--- src/rtl/multicycle_ctrl.sv ---
// multicycle_ctrl: multicycle RV32 control FSM with memory wait timeout and sticky trap
module multicycle_ctrl #(
  parameter int WAIT_MAX = 16
) (
  input  logic        clk,
  input  logic        rst_n,
  input  logic [6:0]  opcode,
  input  logic        mem_ready,
  input  logic        branch_taken,
  output logic        ir_we,
  output logic        pc_we,
  output logic [1:0]  pc_sel,
  output logic        mem_req,
  output logic        mem_we,
  output logic        addr_sel,
  output logic        rf_we,
  output logic [1:0]  wb_sel,
  output logic [2:0]  state,
  output logic        trap,
  output logic [1:0]  trap_cause,
  output logic [31:0] instret
);
  localparam logic [6:0] OP_R    = 7'b0110011;
  localparam logic [6:0] OP_I    = 7'b0010011;
  localparam logic [6:0] OP_LD   = 7'b0000011;
  localparam logic [6:0] OP_ST   = 7'b0100011;
  localparam logic [6:0] OP_BR   = 7'b1100011;
  localparam logic [6:0] OP_JAL  = 7'b1101111;
  localparam logic [6:0] OP_JALR = 7'b1100111;
  localparam int CW = $clog2(WAIT_MAX + 1);
  typedef enum logic [2:0] {
    FETCH  = 3'd0,
    DECODE = 3'd1,
    EXEC   = 3'd2,
    MEM    = 3'd3,
    WB     = 3'd4,
    TRAP   = 3'd5
  } state_t;
  state_t st, nxt;
  logic [6:0] op_q;
  logic [CW-1:0] cnt;
  logic [1:0] cause_nxt;
  logic timeout, legal, is_alu, is_ld, is_st, is_br, is_jal, is_jalr;
  assign state   = st;
  assign timeout = !mem_ready && cnt == CW'(WAIT_MAX);
  assign legal   = opcode inside {OP_R, OP_I, OP_LD, OP_ST, OP_BR, OP_JAL, OP_JALR};
  assign is_alu  = op_q == OP_R || op_q == OP_I;
  assign is_ld   = op_q == OP_LD;
  assign is_st   = op_q == OP_ST;
  assign is_br   = op_q == OP_BR;
  assign is_jal  = op_q == OP_JAL;
  assign is_jalr = op_q == OP_JALR;
  // strobes and next state decoded from the current state; everything is held low during reset
  always_comb begin
    {ir_we, pc_we, pc_sel, mem_req, mem_we, addr_sel, rf_we, wb_sel} = '0;
    nxt = st;
    cause_nxt = trap_cause;
    case (st)
      FETCH: begin
        mem_req = 1'b1;
        ir_we = mem_ready;
        nxt = mem_ready ? DECODE : timeout ? TRAP : FETCH;
        cause_nxt = timeout ? 2'd2 : trap_cause;
      end
      DECODE: begin
        nxt = legal ? EXEC : TRAP;
        cause_nxt = legal ? trap_cause : 2'd1;
      end
      EXEC: begin
        pc_we = is_br | is_jal | is_jalr;
        pc_sel = is_jalr ? 2'd2 : (is_jal | (is_br & branch_taken)) ? 2'd1 : 2'd0;
        rf_we = is_jal | is_jalr;
        wb_sel = (is_jal | is_jalr) ? 2'd2 : 2'd0;
        nxt = is_alu ? WB : (is_ld | is_st) ? MEM : FETCH;
      end
      MEM: begin
        mem_req = 1'b1;
        addr_sel = 1'b1;
        mem_we = is_st;
        pc_we = mem_ready & is_st;
        nxt = mem_ready ? (is_st ? FETCH : WB) : timeout ? TRAP : MEM;
        cause_nxt = timeout ? 2'd2 : trap_cause;
      end
      WB: begin
        rf_we = 1'b1;
        wb_sel = is_ld ? 2'd1 : 2'd0;
        pc_we = 1'b1;
        nxt = FETCH;
      end
      TRAP: nxt = TRAP;
      default: begin
        nxt = TRAP;
        cause_nxt = 2'd1;
      end
    endcase
    if (!rst_n) {ir_we, pc_we, pc_sel, mem_req, mem_we, addr_sel, rf_we, wb_sel} = '0;
  end
  // state, wait counter, latched opcode, trap flag and retire counter
  always_ff @(posedge clk) begin
    if (!rst_n) begin
      st <= FETCH;
      trap <= 1'b0;
      trap_cause <= 2'd0;
      instret <= '0;
      cnt <= '0;
      op_q <= '0;
    end else begin
      st <= nxt;
      trap <= nxt == TRAP;
      trap_cause <= cause_nxt;
      instret <= instret + {31'd0, pc_we};
      cnt <= (mem_req && !mem_ready && !timeout) ? cnt + CW'(1) : '0;
      op_q <= st == DECODE ? opcode : op_q;
    end
  end
endmodule

--- config.mk ---
export PLATFORM = sky130hd
export DESIGN_NAME = multicycle_ctrl
export DESIGN_NICKNAME = d
export VERILOG_FILES = /design/src/rtl/multicycle_ctrl.sv
export SDC_FILE = /design/constraint.sdc
export NUM_CORES = 1
export LEC_CHECK = 0
export ABC_CLOCK_PERIOD_IN_PS = 3100
export CAP_MARGIN = 10
export CORE_UTILIZATION = 49
export DETAILED_ROUTE_END_ITERATION = 10
export GPL_TIMING_DRIVEN = 0
export PLACE_DENSITY = 0.81
export SYNTH_ARGS = -nofsm -noshare
export SYNTH_HDL_FRONTEND = slang
export SYNTH_SLANG_ARGS = --single-unit
export TNS_END_PERCENT = 100
--- constraint.sdc ---
create_clock -name clk -period 3.1 [get_ports clk]
set_clock_uncertainty 0.1 [all_clocks]
set_input_delay 0.62 -clock clk [delete_from_list [all_inputs] [get_ports clk]]
set_output_delay 0.62 -clock clk [all_outputs]
set_load 0.005 [all_outputs]
==> results.sh <==
export IMPL_start_util_pct=51.3
export IMPL_r2r_start="op_q[2]"
export IMPL_ir_drop_mv=0.237
export IMPL_yosysSeqAreaShare_pct=40.7
export IMPL_num_rows=25
export IMPL_report_final_slew_viol_count=0
export IMPL_tritoncts="yes"
export IMPL_fmax_ghz=0.344
export IMPL_layout_nets=369
export IMPL_layout_min_cycle_time_ns=2.91
export IMPL_wl_mm=5.38
export IMPL_placed_area_mm2=0.00312
export IMPL_worst_path_dominant_cell_family="buffers and inverters"
export IMPL_synth_nets=303
export IMPL_synthFlopType="dfxtp_1"
export IMPL_startpoint="state[1]"
export IMPL_maxCapViolCount=0
export IMPL_cts_hold_buf=0
export IMPL_setup_tns_ns=0
export IMPL_status="completed"
export IMPL_synth_distinct_cells=46
export IMPL_cts_buffers=5
export IMPL_netlist_top_cells_area="dfxtp_1 41%, xnor2_1 8.6%, nor2_1 7.6%"
export IMPL_required_ns=2.38
export IMPL_power_density_mw_per_mm2=384
export IMPL_crit_buf_inv=2
export IMPL_ant_nets=0
export IMPL_grt_pass1_wl_mm=8.96
export IMPL_top_level_ports=59
export IMPL_worst_slack_ns=0.193
export IMPL_drive_gt1_share_pct=9.01
export IMPL_worst_path_max_fanout=10
export IMPL_fp_dieArea_mm2=0.00530
export IMPL_drt_pass1_iter_count=4
export IMPL_synth_area_mm2=0.00246
export IMPL_crit_path_end_kind="output pin"
export IMPL_yosys_warnings=0
export IMPL_grt_usage_pct=21.9
export IMPL_cpMostUsedCell="nor2b_1"
export IMPL_yosysTopAreaCell="dfxtp_1"
export IMPL_worst_path_largest_cell_delay_ns=0.50
export IMPL_clockRootBuffer="clkbuf_8"
export IMPL_cp_slowest_cell="clkdlybuf4s50_1"
export IMPL_finalSetupViolCount=0
export IMPL_syn_inst=288
export IMPL_grt_max_degree=15
export IMPL_grt_pass1_vias=1962
export IMPL_antenna_found_initial=0
export IMPL_synth_edf_count=0
export IMPL_cts_num_sinks=50
export IMPL_globalplace_congestion=0.923
export IMPL_wl_per_cell_um=12.7
export IMPL_holdCritStartpoint="cnt[0]"
export IMPL_synth_commonest_cells="50 x dfxtp_1, 50 x nor2_1, 24 x xnor2_1, 20 x nand2_1"
export IMPL_hpwlAfterDp_mm=3.87
export IMPL_crit_type="reg2out"
export IMPL_drc_errors=0
export IMPL_core_mm2=0.00479
export IMPL_slew_headroom_pct=53.4
export IMPL_drt_first_iter_violations=88
export IMPL_clk_path_buf_depth=2
export IMPL_tightest_slew_ns=0.695
export IMPL_worstSetupStartpointType="flop"
export IMPL_postSynthAreaPerCell_um2=8.53
export IMPL_worstPathCellList="clkbuf_1, nand3b_1, nor2b_1, and2_1, nor2b_1, clkdlybuf4s50_1"
export IMPL_die_w_um=72.8
export IMPL_synth_async_reset_ratio_pct=0
export IMPL_clkTransAtPathRegs_ns=0.08
export IMPL_rsz0062_at_grt="no"
export IMPL_viasPerCell=5.22
export IMPL_place_ws_ns=-0.814
export IMPL_synth_top_cell_area_share_pct=40.7
export IMPL_critPathArrivalTime_ns=2.19
export IMPL_finalHoldViolations=0
export IMPL_finalInstanceArea_mm2=0.00330
export IMPL_ys_ff_latch=50
export IMPL_diodes=0
export IMPL_syn2layout_area_growth_pct=34.1
export IMPL_htreeDepth=2
export IMPL_p_leak_nw=1.15
export IMPL_holdWs_ns=0.374
export IMPL_insertion_delay_ns=0.31
export IMPL_die_height_um=72.8
export IMPL_finalCritPeriodShare_pct=93.8
export IMPL_hold_class="reg2reg"
export IMPL_io_buffers=58
export IMPL_via_count=2203
export IMPL_overflow=0
-- area by class of cell --
cell class              instances  area, um2
multi-input cells             217       1410
plain buffers                  10       75.1
clock inverters                 1       5.00
clock buffers                   7       86.3
fillers                       414       1490
flip-flops and latches         50       1000
inverters                      10       40.0
well taps                      67       83.8
repair buffers                 60        598
-- final timing paths --
check,endpoint,slack (ns),cells past startpoint
max,pc_sel[1],0.19,6
min,cnt[0],0.37,1
max reg2reg,instret[28],0.20,12
min reg2reg,cnt[0],0.37,1
-- report_power, final --
group	switching, mW	internal (mW)
sequential	0.0201	0.665
clock	0.209	0.180
combinational	0.0958	0.0963
total	0.325	0.942
-- registers in the layout, indices dropped and copies added, names as in the netlist --
signal      count
cnt             5
instret        32
op_q            7
state           3
trap            1
trap_cause      2
-- cell families after synthesis --
| logic type | Yosys count | share of synthesized area (%) |
|---|---|---|
| AND/OR/NAND/NOR | 150 | 32.8 |
| flip-flops | 50 | 40.7 |
| XOR/XNOR | 32 | 11.4 |
| AO/OA/AOI/OAI | 23 | 6.21 |
| buffers and inverters | 21 | 3.56 |
| multiplexers | 8 | 3.26 |
| adder cells (fa/ha/maj) | 4 | 2.04 |
-- what timing repair did --
action,in CTS,in global routing
endpoints found under the hold margin,0,0
pin swaps,0,0
resized for setup,13,7
setup endpoints to repair,29,26
buffers inserted,2,0
-- worst reg2reg max path, stage by stage (launching register included) --
cell and delay, ns:
dfxtp_1 0.35, or3_1 0.41, nor3_2 0.19, nand4_1 0.12, a21oi_1 0.14, or2_2 0.15, ha_2 0.20, ha_2 0.20
nand4_1 0.22, buf_6 0.23, nor4_4 0.29, xnor2_1 0.15, nor2_1 0.05
-- per-stage QoR --
stage / cells / power, mW / utilization [%]
CTS: 423 / 1.28 / 68.4
detailed placement: 413 / 0.889 / 65.2
floorplan: 288 / 0.811 / -
global route: 422 / 1.33 / 68.9
finish: 422 / 1.27 / 68.9
global placement: 413 / 0.887 / 65.2
-- cell usage in the layout (no fill, tap or decap), types with 3 or more instances in the layout --
| cell | Yosys | routed |
|---|---|---|
| a21oi_1 | 8 | 8 |
| and2_1 | 6 | 6 |
| and3_1 | 5 | 5 |
| and4_1 | 3 | 3 |
| buf_1 | 5 | 3 |
| clkbuf_1 | 4 | 3 |
| clkbuf_8 | 0 | 7 |
| clkdlybuf4s50_1 | 0 | 57 |
| dfxtp_1 | 50 | 50 |
| inv_1 | 9 | 9 |
| mux2i_1 | 8 | 8 |
| nand2_1 | 20 | 20 |
| nand2b_1 | 3 | 3 |
| nand3_1 | 13 | 12 |
| nand4_1 | 6 | 6 |
| nor2_1 | 50 | 49 |
| nor2b_1 | 6 | 6 |
| nor3_1 | 13 | 11 |
| nor3_2 | 1 | 3 |
| nor4_1 | 9 | 8 |
| o21ai_0 | 3 | 3 |
| or3_1 | 3 | 3 |
| xnor2_1 | 24 | 24 |
| xor2_1 | 8 | 8 |
-- routing by layer --
metal,track usage [%],vias to the layer above,part of all wire (%)
li1,-,1119,-
met1,28.5,1007,46
met2,35.2,67,47
met3,4.70,10,4.5
met4,8.93,0,1.7
met5,0,-,0
No activity file was read; power rests on OpenSTA's default activity.
